==> config.mk <==
export PLATFORM = sky130hd
export DESIGN_NAME = clk_div_monitor
export DESIGN_NICKNAME = d
export VERILOG_FILES = /design/src/rtl/clk_div_monitor.sv
export SDC_FILE = /design/constraint.sdc
export NUM_CORES = 1
export LEC_CHECK = 0
export BUFFER_PORTS_ARGS = -buffer_cell sky130_fd_sc_hd__buf_2
export CORE_MARGIN = 2
export CORE_UTILIZATION = 59
export CTS_BUF_LIST = sky130_fd_sc_hd__clkbuf_8
export CTS_CLUSTER_DIAMETER = 200
export DETAILED_ROUTE_END_ITERATION = 12
export PLACE_DENSITY = 0.91
export SLEW_MARGIN = 20
export SYNTH_ARGS = -nofsm -noshare
export SYNTH_HDL_FRONTEND = slang
export SYNTH_SLANG_ARGS = --single-unit
==> constraint.sdc <==
create_clock -name clk -period 2.9 [get_ports clk]
set_clock_uncertainty 0.2 [all_clocks]
set_input_delay 0.58 -clock clk [delete_from_list [all_inputs] [get_ports clk]]
set_output_delay 0.58 -clock clk [all_outputs]
set_load 0.02 [all_outputs]
==> src/rtl/clk_div_monitor.sv <==
// Receive-side monitor for a divided clock: measures high/low/period lengths in
// clk cycles, tracks lock against an expected half-period and flags a stuck input.
module clk_div_monitor #(
  parameter int CNT_W    = 16,
  parameter int EXP_HALF = 5,
  parameter int TOL      = 1,
  parameter int LOCK_N   = 4,
  parameter int TIMEOUT  = 64
) (
  input  logic             clk,
  input  logic             reset,
  input  logic             clk_in,
  output logic [CNT_W-1:0] high_len,
  output logic [CNT_W-1:0] low_len,
  output logic [CNT_W-1:0] period,
  output logic             meas_valid,
  output logic             locked,
  output logic             stuck,
  output logic [7:0]       err_count
);

  localparam int LO_I = (EXP_HALF > TOL) ? (EXP_HALF - TOL) : 0;
  localparam int HI_I = EXP_HALF + TOL;
  localparam int MC_W = $clog2(LOCK_N + 1);

  localparam logic [CNT_W-1:0] LO_B      = CNT_W'(LO_I);
  localparam logic [CNT_W-1:0] HI_B      = CNT_W'(HI_I);
  localparam logic [CNT_W-1:0] TIMEOUT_C = CNT_W'(TIMEOUT);
  localparam logic [MC_W-1:0]  LOCK_C    = MC_W'(LOCK_N);

  typedef enum logic [1:0] {SYNC, HIGH, LOW} state_t;

  state_t           state_q, state_d;
  logic             s1_q, s2_q, s3_q;
  logic [CNT_W-1:0] ph_cnt_q, ph_cnt_d;
  logic [CNT_W-1:0] high_len_q, high_len_d;
  logic [CNT_W-1:0] low_len_q, low_len_d;
  logic [CNT_W-1:0] period_q, period_d;
  logic             meas_valid_q, meas_valid_d;
  logic             locked_q, locked_d;
  logic             stuck_q, stuck_d;
  logic [7:0]       err_count_q, err_count_d;
  logic [MC_W-1:0]  match_cnt_q, match_cnt_d;

  logic             rise, fall;
  logic             timeout_hit;
  logic             in_tol;
  logic [CNT_W-1:0] ph_inc;

  assign rise        = s2_q & ~s3_q;
  assign fall        = ~s2_q & s3_q;
  assign ph_inc      = (ph_cnt_q == '1) ? ph_cnt_q : ph_cnt_q + 1'b1;
  assign in_tol      = (high_len_q >= LO_B) && (high_len_q <= HI_B) &&
                       (ph_cnt_q >= LO_B) && (ph_cnt_q <= HI_B);

  always_comb begin
    state_d      = state_q;
    ph_cnt_d     = ph_cnt_q;
    high_len_d   = high_len_q;
    low_len_d    = low_len_q;
    period_d     = period_q;
    meas_valid_d = 1'b0;
    locked_d     = locked_q;
    stuck_d      = stuck_q;
    err_count_d  = err_count_q;
    match_cnt_d  = match_cnt_q;
    timeout_hit  = 1'b0;

    case (state_q)
      SYNC: begin
        if (rise) begin
          state_d  = HIGH;
          ph_cnt_d = CNT_W'(1);
          stuck_d  = 1'b0;
        end
      end
      HIGH: begin
        if (fall) begin
          high_len_d = ph_cnt_q;
          ph_cnt_d   = CNT_W'(1);
          state_d    = LOW;
        end else if (ph_cnt_q >= TIMEOUT_C) begin
          timeout_hit = 1'b1;
        end else begin
          ph_cnt_d = ph_inc;
        end
      end
      LOW: begin
        if (rise) begin
          low_len_d    = ph_cnt_q;
          period_d     = high_len_q + ph_cnt_q;
          meas_valid_d = 1'b1;
          ph_cnt_d     = CNT_W'(1);
          state_d      = HIGH;
          if (in_tol) begin
            match_cnt_d = (match_cnt_q == LOCK_C) ? match_cnt_q : match_cnt_q + 1'b1;
            locked_d    = (match_cnt_d == LOCK_C);
          end else begin
            match_cnt_d = '0;
            locked_d    = 1'b0;
            err_count_d = (err_count_q == 8'hFF) ? err_count_q : err_count_q + 8'd1;
          end
        end else if (ph_cnt_q >= TIMEOUT_C) begin
          timeout_hit = 1'b1;
        end else begin
          ph_cnt_d = ph_inc;
        end
      end
      default: state_d = SYNC;
    endcase

    // A stuck input drops lock but keeps the last good measurements visible.
    if (timeout_hit) begin
      stuck_d     = 1'b1;
      locked_d    = 1'b0;
      match_cnt_d = '0;
      ph_cnt_d    = '0;
      state_d     = SYNC;
    end
  end

  always_ff @(posedge clk) begin
    if (reset) begin
      state_q      <= SYNC;
      s1_q         <= 1'b0;
      s2_q         <= 1'b0;
      s3_q         <= 1'b0;
      ph_cnt_q     <= '0;
      high_len_q   <= '0;
      low_len_q    <= '0;
      period_q     <= '0;
      meas_valid_q <= 1'b0;
      locked_q     <= 1'b0;
      stuck_q      <= 1'b0;
      err_count_q  <= '0;
      match_cnt_q  <= '0;
    end else begin
      state_q      <= state_d;
      s1_q         <= clk_in;
      s2_q         <= s1_q;
      s3_q         <= s2_q;
      ph_cnt_q     <= ph_cnt_d;
      high_len_q   <= high_len_d;
      low_len_q    <= low_len_d;
      period_q     <= period_d;
      meas_valid_q <= meas_valid_d;
      locked_q     <= locked_d;
      stuck_q      <= stuck_d;
      err_count_q  <= err_count_d;
      match_cnt_q  <= match_cnt_d;
    end
  end

  assign high_len   = high_len_q;
  assign low_len    = low_len_q;
  assign period     = period_q;
  assign meas_valid = meas_valid_q;
  assign locked     = locked_q;
  assign stuck      = stuck_q;
  assign err_count  = err_count_q;

endmodule

After elaboration in Yosys (flattened, before gate mapping). Index checks and enable logic that the tools add are counted.

Register bits after elaboration: 83. Bits of input ports: 3. Output and inout bits: 59. Word-level logic and storage cells: 74.

Add/subtract/negate cells: 4. Order comparisons: 5. Eq/ne operators: 9. Muxes and demuxes: 20. Bitwise gates (word level): 7. Reductions and logical operators: 16.

Operator list (number): $mux W16 (5); $pmux W16 S3 (1); $ge A16 B3 Y1 const B (2); $le A16 B3 Y1 const B (2); $add A16 B1 Y16 const B (1); $add A16 B16 Y16 (1); $eq A16 B16 Y1 const B (1); $ge A16 B7 Y1 const B (1); $reduce_and A2 Y1 (5); $add A8 B1 Y8 const B (1); $eq A8 B8 Y1 const B (1); $mux W1 (8); $eq A3 B3 Y1 const B (2); $mux W3 (2); $reduce_or A2 Y1 (3); $not A1 Y1 (5); $mux W2 (2); $ne A2 B2 Y1 const B (2); $pmux W2 S2 (1); $reduce_and A4 Y1 (1); $reduce_bool A2 Y1 (2); $add A3 B1 Y3 const B (1); $logic_and A1 B1 Y1 (3); $reduce_bool A3 Y1 (1); other kinds (6) (7).

Longest topological paths before layout. Gate-level depths: netlist (run 1).

Depth in word-level cells: 6. Gate-level depth with buffers: 9. Gate-level depth less buffers: 9.

Worst setup path after synthesis (run 1). No wires, ideal clock.

Kind: reg-to-reg. Start: reg high_len_q[0], in the netlist high_len[0]. End: reg period_q[14], in the netlist period[14]. Setup time: 0.119 ns. Arrival time: 2.089 ns. Path slack: 0.492 ns. Stages on the path, launching flop included: 10. Clock period less this slack: 2.408 ns. Path through: dfxtp_1 ha_1 inv_1 fa_1 nor2b_1 o31a_1 o21ai_1 o21ai_0 a41o_1 nor2_1.

Longest elaborated chain between the ends: 1.

Ends and longest elaborated chain: start: declaration (RTL line 36) `logic [CNT_W-1:0] high_len_q, high_len_d;`; start signal: assignment (RTL line 143) `high_len_q <= high_len_d;`; $add A16 B16 Y16 (RTL line 91) `period_d = high_len_q + ph_cnt_q;`; end signal: assignment (RTL line 145) `period_q <= period_d;`; end: declaration (RTL line 38) `logic [CNT_W-1:0] period_q, period_d;`.

No other way between the ends. A chain may end at the register's enable or synchronous reset.

Final worst setup path (run 1).
Start: reg ph_cnt_q[0]. End: reg period_q[14], in the netlist period[14].

Longest elaborated chain between the ends: 1.

Ends and longest elaborated chain: start: declaration (RTL line 35) `logic [CNT_W-1:0] ph_cnt_q, ph_cnt_d;`; start signal: assignment (RTL line 142) `ph_cnt_q <= ph_cnt_d;`; $add A16 B16 Y16 (RTL line 91).

No other way between the ends.

==> results of run 1 <==
[metal layers]
layer / GRT usage [%] / vias up
met5: 0 / -
met4: 10.2 / 0
met3: 6.76 / 27
met2: 45.2 / 160
met1: 35.1 / 1806
li1: - / 1829
[kinds of logic after synthesis]
group,Yosys count,synth area share (%)
and+or+nand+nor,220,26.3
AOI/OAI and AO/OA,115,17.1
DFF,83,41.4
buffers and inverters,28,2.71
adders and majority gates,25,7.97
xor gates and xnor gates,19,4.14
muxes,2,0.498
[sequential cells by signal (all words and copies together) (netlist names)]
register	cells
high_len	16
low_len	16
period	16
ph_cnt_q	16
err_count	8
match_cnt_q	3
state_q	2
locked	1
meas_valid	1
s1_q	1
s2_q	1
s3_q	1
stuck	1
[power by group through the flow]
stage	sequential [mW]	combinational, mW	clock (mW)
finish	1.15	0.0539	0.888
global route	1.15	0.0602	0.933
CTS	1.15	0.0526	0.891
detailed placement	1.17	0.0516	0
global placement	1.17	0.0503	0
floorplan	1.17	0.0368	0
[through the flow]
| stage | total power [mW] | area (um^2) |
|---|---|---|
| floorplan | 1.21 | 4020 |
| global placement | 1.22 | 4410 |
| CTS | 2.09 | 4620 |
| global route | 2.14 | 4620 |
| finish | 2.09 | 4620 |
| detailed placement | 1.23 | 4410 |
[Yosys cell counts (2+ instances only)]
master / number / share of area (%)
a211oi_1: 4 / 0.75
a21o_1: 8 / 1.5
a21oi_1: 58 / 7.2
a22oi_1: 2 / 0.37
a31oi_1: 5 / 0.78
a32oi_1: 2 / 0.44
a41o_1: 2 / 0.50
and2_1: 11 / 1.7
and3_1: 4 / 0.62
buf_1: 3 / 0.28
buf_2: 3 / 0.37
clkbuf_1: 11 / 1.0
dfxtp_1: 83 / 41
ha_1: 24 / 7.5
inv_1: 10 / 0.93
mux2i_1: 2 / 0.50
nand2_1: 107 / 10
nand2b_1: 3 / 0.47
nand3_1: 9 / 1.1
nand4_1: 4 / 0.62
nor2_1: 44 / 4.1
nor2b_1: 7 / 1.1
nor3_1: 8 / 1.0
nor4_1: 7 / 1.1
nor4_4: 3 / 1.6
nor4b_1: 3 / 0.65
o211ai_1: 5 / 0.93
o21a_1: 3 / 0.56
o21ai_0: 13 / 1.6
o21ai_1: 5 / 0.62
o21bai_1: 2 / 0.37
or3_1: 2 / 0.31
xnor2_1: 13 / 2.8
xor2_1: 6 / 1.3
[worst max path at each step]
| stage | startpoint | endpoint | slack (ns) | cells past startpoint |
|---|---|---|---|---|
| after floorplan | high_len[0] | period[14] | 0.49 | 9 |
| after global placement | ph_cnt_q[0] | period[14] | 0.37 | 9 |
| final | ph_cnt_q[0] | period[14] | 0.20 | 9 |
| after CTS | ph_cnt_q[0] | period[14] | 0.24 | 9 |
| after global routing | ph_cnt_q[0] | period[14] | 0.03 | 9 |
| after detailed placement | ph_cnt_q[0] | period[14] | 0.23 | 9 |
[final cells by class]
class	count	area [um^2]
clock buffers	11	151
clock inverters	5	60.1
fillers	536	2060
inverters	11	41.3
multi-input cells	381	2250
flip-flops and latches	83	1660
well taps	80	100
repair buffers	68	358
==> impl_metrics.py, run 1 <==
metrics = {
    "timing": {
        "finalHoldViolCount": 0,
        "tns_ns": 0,
        "period_share_pct": 93.1,
        "fmax_mhz": 371,
        "tightestPinTransition_ns": 0.651,
        "setup_violations": 0,
        "finalWorstSetupSlack_ns": 0.201,
        "holdWs_ns": 0.247,
        "drv_slew": 0,
        "fin_crit_ns": 2.70,
        "rsz0062_at_grt": "no",
        "slew_headroom_pct": 56.6,
    },
    "die": {
        "initial_utilization_pct": 60.1,
        "dieHeight_um": 86.5,
        "pin_count": 62,
        "core_area_um2": 6680,
        "fp.dieW_um": 86.5,
        "die_area_um2": 7490,
        "core.rowCount": 30,
    },
    "critical_path": {
        "r2r_cells": 9,
        "cp-end-kind": "register",
        "critPathMaxFanout": 9,
        "cp_num_buf_inv": 1,
        "cp_top_family": "compound AO/OA/AOI/OAI gates",
        "crit-reg2reg-launch": "ph_cnt_q[0]",
        "timing.rr.end": "period[14]",
        "cp.arrival_ns": 2.75,
        "cpMaxStageDelayCell": "dfxtp_1",
        "timing.reg2reg.setup_slack_ns": 0.20,
        "path_class": "reg -> reg",
        "crit_chain": "ha_1 > inv_1 > fa_1 > nor2b_1 > o31a_1 > o21ai_1 > o21ai_0 > a41o_1 > nor2_1",
        "cpPeakStageDelay_ns": 0.49,
        "start_kind": "register",
        "worstPathRequired_ns": 2.95,
    },
    "placement": {
        "placed_cells": 623,
        "preCtsSetupSlack_ns": 0.232,
        "gp_congestion": 0.881,
        "dp_hpwl_um": 7200,
        "port_buffers": 61,
    },
    "yosys": {
        "ys_warn_count": 0,
        "synth_ff_type": "dfxtp_1",
        "avgSynthCellArea_um2": 8.17,
        "synth_edf_count": 0,
        "synth_area_um2": 4020,
        "netlist_instances": 492,
        "syn-num-nets": 520,
        "yosysSeqAreaShare_pct": 41.4,
        "yosysUniqueCellTypes": 50,
        "ys_ff_latch": 83,
        "async_flop_share_pct": 0,
    },
    "job": {
        "max-cap-violations": 0,
    },
    "power": {
        "p_int_mw": 1.61,
        "power_density_nw_per_um2": 452,
        "pwr-share-seq_pct": 54.9,
        "power_frac_comb_pct": 2.6,
        "switchingPower_uw": 484,
        "p_leak_nw": 2.02,
        "pwr-share-clk_pct": 42.5,
        "vdd_ir_drop_max_mv": 0.330,
        "swShare_pct": 23.2,
    },
    "grt": {
        "overflow": 0,
        "grt_max_degree": 37,
        "first_global_vias": 3427,
        "antenna_found_initial": 0,
        "grt_pass1_wl_um": 16300,
        "track_usage_pct": 27.5,
    },
    "clocking": {
        "cts_tree": "done",
        "post_cts_resized": 0,
        "clock-sinks": 83,
        "cts_inserted_buffers": 9,
        "cts_root_buf": "clkbuf_8",
        "insertion_delay_ns": 0.36,
        "ctsHtreeMaxLevel": 3,
        "post_cts.repair.setup_buffers": 0,
        "ctsHoldBuffers": 0,
        "clkTransAtPathRegs_ns": 0.09,
        "clock_path_buffers": 2,
    },
    "detailed_routing": {
        "drt_iter0_drc": 245,
        "met2_length_um": 4960,
        "wl_met1_um": 4300,
        "drt-wirelength-per-cell_um": 16.0,
        "via_per_inst": 5.98,
        "wirelength_um": 10200,
        "dr.max_layer_used": "met4",
        "num_vias": 3822,
        "drc_errors": 0,
        "wl_met3_um": 685,
        "final_antenna_net_count": 0,
        "first_pass_iters": 5,
    },
    "finish": {
        "finalNonFillerCells": 639,
        "layout_common_cells": "107 x nand2_1, 83 x dfxtp_1, 61 x buf_2, 58 x a21oi_1, 44 x nor2_1",
        "drive_above_1_share_pct": 16.3,
        "fin_nets": 582,
        "syn_to_final_growth_pct": 15.0,
        "final_util_pct": 69.1,
        "final_common_cell": "nand2_1",
        "antenna_cells": 0,
    },
    "worst_hold_path": {
        "hold_class": "in -> reg",
        "worstHoldStart": "clk_in",
        "min_to": "s1_q",
        "worst_hold_path.num_cells": 2,
    },
    "run_status": {
        "outcome": "completed",
    },
}
No activity file was read; power rests on OpenSTA's default activity.
==> inputs of run 2 (changes only) <==
==> constraint.sdc (replaced) <==
create_clock -name clk -period 2.9 [get_ports clk]
set_clock_uncertainty 0.2 [all_clocks]
set_input_delay 0.145 -clock clk [delete_from_list [all_inputs] [get_ports clk]]
set_output_delay 0.145 -clock clk [all_outputs]
set_load 0.02 [all_outputs]
==> run 2 against run 1 <==
Sequential power is essentially flat. Register-to-register slack worse by 0.02 ns. Largest cell class unchanged. Via count is 1.4% lower. Largest power group unchanged. Hold slack got worse by 0.19 ns. Clock power fell by 2.6%. Combinational power about the same.
==> impl_metrics.py, run 2 (synthesis gave the netlist of run 1 again) <==
metrics = {
    "run_status": {
        "outcome": "completed",
    },
    "critical_path": {
        "cp-end-kind": "register",
        "cp_top_family": "compound AO/OA/AOI/OAI gates",
        "critical_path_depth": 9,
        "crit_chain": "ha_1 > inv_1 > fa_1 > nor2b_1 > o31a_1 > o21ai_1 > o21ai_0 > a41o_1 > nor2_1",
        "crit-reg2reg-launch": "ph_cnt_q[0]",
        "cp_num_buf_inv": 1,
        "cpPeakStageDelay_ns": 0.48,
        "cp-startpoint": "ph_cnt_q[0]",
        "r2r_cells": 9,
        "critPathMaxFanout": 9,
        "worstPathRequired_ns": 2.95,
        "crit_end": "period[14]",
        "timing.rr.end": "period[14]",
        "path_class": "reg -> reg",
        "start_kind": "register",
        "cpMaxStageDelayCell": "dfxtp_1",
        "cp.arrival_ns": 2.77,
        "timing.reg2reg.setup_slack_ns": 0.18,
    },
    "finish": {
        "regArea_um2": 1660,
        "fin_nets": 582,
        "antenna_cells": 0,
        "layout_common_cells": "107 x nand2_1, 83 x dfxtp_1, 61 x buf_2, 58 x a21oi_1, 44 x nor2_1",
        "finalNonFillerCells": 639,
        "final_common_cell": "nand2_1",
        "drive_above_1_share_pct": 16.1,
        "final_util_pct": 69.2,
        "n_fill_cell": 506,
        "syn_to_final_growth_pct": 15.0,
        "stdcell_area_um2": 4620,
        "multi_input_area_um2": 2250,
    },
    "grt": {
        "antenna_found_initial": 0,
        "grt_pass1_wl_um": 16100,
        "overflow": 0,
        "track_usage_pct": 26.8,
        "first_global_vias": 3445,
        "grt_max_degree": 32,
    },
    "clocking": {
        "cts_root_buf": "clkbuf_8",
        "post_cts_resized": 0,
        "cts_inserted_buffers": 9,
        "cts_tree": "done",
        "clkTransAtPathRegs_ns": 0.09,
        "insertion_delay_ns": 0.36,
        "clock_path_buffers": 2,
        "ctsHtreeMaxLevel": 3,
        "clock-sinks": 83,
    },
    "detailed_routing": {
        "drt_iter0_drc": 282,
        "drt-wirelength-per-cell_um": 15.3,
        "first_pass_iters": 5,
        "wirelength_um": 9780,
        "num_vias": 3768,
        "drc_errors": 0,
        "final_antenna_net_count": 0,
        "via_per_inst": 5.90,
    },
    "die": {
        "pin_count": 62,
        "die_area_um2": 7490,
        "core_area_um2": 6680,
        "dieHeight_um": 86.5,
        "core.rowCount": 30,
        "fp.dieW_um": 86.5,
        "initial_utilization_pct": 60.1,
    },
    "placement": {
        "gp_congestion": 0.879,
        "preCtsSetupSlack_ns": 0.265,
        "place_area_um2": 4400,
        "placed_cells": 622,
        "dp_hpwl_um": 6900,
        "port_buffers": 61,
    },
    "timing": {
        "drv_slew": 0,
        "tightestPinTransition_ns": 0.645,
        "slew_headroom_pct": 56.9,
        "fin_crit_ns": 2.72,
        "holdWs_ns": 0.0542,
        "fmax_mhz": 368,
        "finalHoldViolCount": 0,
        "rsz0062_at_grt": "no",
        "period_share_pct": 93.6,
        "tns_ns": 0,
        "setup_violations": 0,
        "finalWorstSetupSlack_ns": 0.185,
    },
    "worst_hold_path": {
        "worst_hold_path.num_cells": 2,
        "hold_class": "in -> reg",
    },
    "power": {
        "p_leak_nw": 2.01,
        "total_power_mw": 2.07,
        "vdd_ir_drop_max_mv": 0.367,
        "power_density_nw_per_um2": 447,
    },
    "job": {
        "max-cap-violations": 0,
    },
}
[run 2: layer usage]
| layer | vias up | GRT usage (%) | share of wire [%] | routed length, um |
|---|---|---|---|---|
| li1 | 1833 | - | - | - |
| met1 | 1763 | 35.0 | 44 | 4260 |
| met2 | 152 | 43.8 | 48 | 4690 |
| met3 | 20 | 6.10 | 6.4 | 625 |
| met4 | 0 | 9.38 | 2.2 | 212 |
| met5 | - | 0 | 0 | 0 |
[run 2: worst min-delay path by stage]
stage | from | endpoint | slack, ns
5_1_grt | reset | err_count[4] | 0.08
3_3_place_gp | clk_in | s1_q | 0.16
4_1_cts | reset | err_count[6] | 0.04
3_5_place_dp | clk_in | s1_q | 0.19
2_1_floorplan | clk_in | s1_q | 0.07
6_report | reset | err_count[6] | 0.05
[run 2: worst register-to-register path: cells and delay by family, from the launching register on]
kind / cells / cell delay, ns
buffers and inverters: 1 / 0.07
adders and majority gates: 2 / 0.64
AOI/OAI and AO/OA: 4 / 0.99
and+or+nand+nor: 2 / 0.25
DFF: 1 / 0.48
[run 2: power breakdown]
group	total [mW]	internal, mW	switching (mW)	leakage, nW
clock network	0.865	0.430	0.435	0.103
logic	0.0542	0.0146	0.0396	1.24
registers	1.15	1.14	0.00534	0.669
[run 2: area by class of cell]
cell class,instances,area share (%)
Inverter,11,0.894
Timing Repair Buffer,68,7.80
Clock inverter,6,1.57
Multi-Input combinational cell,381,48.6
Clock buffer,10,2.98
Sequential cell,83,36.0
Tap cell,80,2.17
[run 2: repair_timing]
| action | in CTS | in global routing |
|---|---|---|
| setup endpoints to repair | 0 | 0 |
| setup buffers | 0 | 0 |
| hold buffers | 1 | 0 |
| hold endpoints to repair | 1 | 0 |
==> inputs of run 3 (changes only) <==
- REMOVE_ABC_BUFFERS: not set -> 1
==> run 3 against run 2 <==
Clock power rose by 28%. Cell count unchanged. Core utilization grew 0.96 points. Maximum frequency rose by 2.6%. Largest power group unchanged. Total power grew 12%. Non-clock buffer count stayed put. Hold slack better by 0.20 ns. Wire length shrank 1.6%. Sequential cell count unchanged. Critical path type unchanged.
==> impl_metrics.py, run 3 (synthesis gave the netlist of run 1 again) <==
metrics = {
    "run_status": {
        "outcome": "completed",
    },
    "clocking": {
        "ctsHtreeMaxLevel": 3,
        "cts_root_buf": "clkbuf_8",
        "post_cts_resized": 0,
        "clock_path_buffers": 2,
        "insertion_delay_ns": 0.36,
        "cts_tree": "done",
        "clock-sinks": 83,
        "cts_inserted_buffers": 9,
        "clkTransAtPathRegs_ns": 0.09,
    },
    "power": {
        "power_density_nw_per_um2": 494,
        "pwr-share-clk_pct": 47.9,
        "switchingPower_uw": 485,
        "total_power_mw": 2.31,
        "p_int_mw": 1.83,
        "vdd_ir_drop_max_mv": 0.408,
        "pwr-share-seq_pct": 49.6,
        "swShare_pct": 21.0,
        "power_frac_comb_pct": 2.5,
        "p_leak_nw": 2.04,
    },
    "finish": {
        "antenna_cells": 0,
        "n_fill_cell": 539,
        "final_common_cell": "nand2_1",
        "layout_common_cells": "107 x nand2_1, 83 x dfxtp_1, 61 x buf_2, 58 x a21oi_1, 44 x nor2_1",
        "drive_above_1_share_pct": 15.9,
        "fin_nets": 582,
        "syn_to_final_growth_pct": 16.6,
    },
    "grt": {
        "overflow": 0,
        "grt_max_degree": 42,
        "first_global_vias": 3486,
        "track_usage_pct": 26.9,
        "grt_pass1_wl_um": 15800,
        "antenna_found_initial": 0,
    },
    "critical_path": {
        "start_kind": "register",
        "cp.arrival_ns": 2.70,
        "cpPeakStageDelay_ns": 0.40,
        "cp-end-kind": "register",
        "crit_chain": "ha_1 > inv_1 > fa_1 > nor2b_1 > o31a_1 > o21ai_1 > o21ai_0 > a41o_1 > nor2_1",
        "critPathMaxFanout": 4,
        "cpMaxStageDelayCell": "o21ai_0",
        "worstPathRequired_ns": 2.95,
        "path_class": "reg -> reg",
        "timing.reg2reg.setup_slack_ns": 0.25,
    },
    "timing": {
        "period_share_pct": 91.2,
        "fin_crit_ns": 2.65,
        "rsz0062_at_grt": "no",
        "slew_headroom_pct": 59.2,
        "finalHoldViolCount": 0,
        "tightestPinTransition_ns": 0.610,
        "drv_slew": 0,
        "tns_ns": 0,
        "finalWorstSetupSlack_ns": 0.255,
        "setup_violations": 0,
        "fmax_mhz": 378,
    },
    "job": {
        "max-cap-violations": 0,
    },
    "placement": {
        "port_buffers": 61,
        "preCtsSetupSlack_ns": 0.328,
        "gp_congestion": 0.914,
        "dp_hpwl_um": 6840,
    },
    "detailed_routing": {
        "drt_iter0_drc": 179,
        "wirelength_um": 9630,
        "num_vias": 3739,
        "via_per_inst": 5.85,
        "drc_errors": 0,
        "final_antenna_net_count": 0,
        "drt-wirelength-per-cell_um": 15.1,
        "first_pass_iters": 4,
    },
    "die": {
        "core_area_um2": 6680,
        "core.rowCount": 30,
        "fp.dieW_um": 86.5,
        "dieHeight_um": 86.5,
        "pin_count": 62,
        "initial_utilization_pct": 60.1,
        "die_area_um2": 7490,
    },
    "worst_hold_path": {
        "hold_class": "reg -> reg",
    },
}
-- run 3: worst paths after layout --
| path | to | startpoint | cells after the start |
|---|---|---|---|
| setup / recovery | period[14] | high_len[0] | 9 |
| hold / removal | low_len[15] | low_len[15] | 2 |
| setup reg to reg | period[14] | high_len[0] | 9 |
| hold reg to reg | low_len[15] | low_len[15] | 2 |
-- run 3: timing repair --
action / in CTS / in global routing
buffers inserted: 0 / 0
hold endpoints to repair: 6 / 0
hold buffers: 2 / 0
-- run 3: final cells by class --
class                      instances  area (um^2)  share of cell area [%]
inverter                          11         41.3                   0.881
tap                               80          100                    2.14
clock inverter                     7          148                    3.15
clock buffer                       9          124                    2.64
timing repair buffer              68          363                    7.75
multi-input combinational        381         2250                    48.0
sequential                        83         1660                    35.5
-- run 3: layer usage --
metal,track usage (%),wire (um),share of wire (%),up-vias
li1,-,-,-,1829
met1,32.1,4160,43,1782
met2,46.2,4740,49,103
met3,6.38,448,4.7,25
met4,11.8,283,2.9,0
met5,0,0,0,-
-- run 3: power groups by stage --
stage          Clock (mW)  Sequential (mW)  Combinational [mW]
2_1_floorplan           0             1.17              0.0268
3_3_place_gp            0             1.17              0.0528
6_report             1.11             1.15              0.0582
5_1_grt              1.16             1.15              0.0650
4_1_cts              1.12             1.15              0.0576
3_5_place_dp            0             1.17              0.0545
-- run 3: worst max-delay path, delay by kind of cell, from the launching register on --
kind,cells,cell delay [ns]
flip-flops,1,0.38
adder cells (fa/ha/maj),2,0.59
buffers and inverters,1,0.07
AND/OR/NAND/NOR,2,0.26
AO/OA/AOI/OAI,4,1.03
-- run 3: through the flow --
step | instances | cell area [um^2] | hold WS, ns | util (%)
floorplan | 475 | 3950 | 0.0141 | -
global placement | 621 | 4390 | 0.151 | 65.7
detailed placement | 621 | 4390 | 0.171 | 65.7
CTS | 639 | 4680 | 0.255 | 70.1
global route | 639 | 4680 | 0.272 | 70.1
finish | 639 | 4680 | 0.252 | 70.1
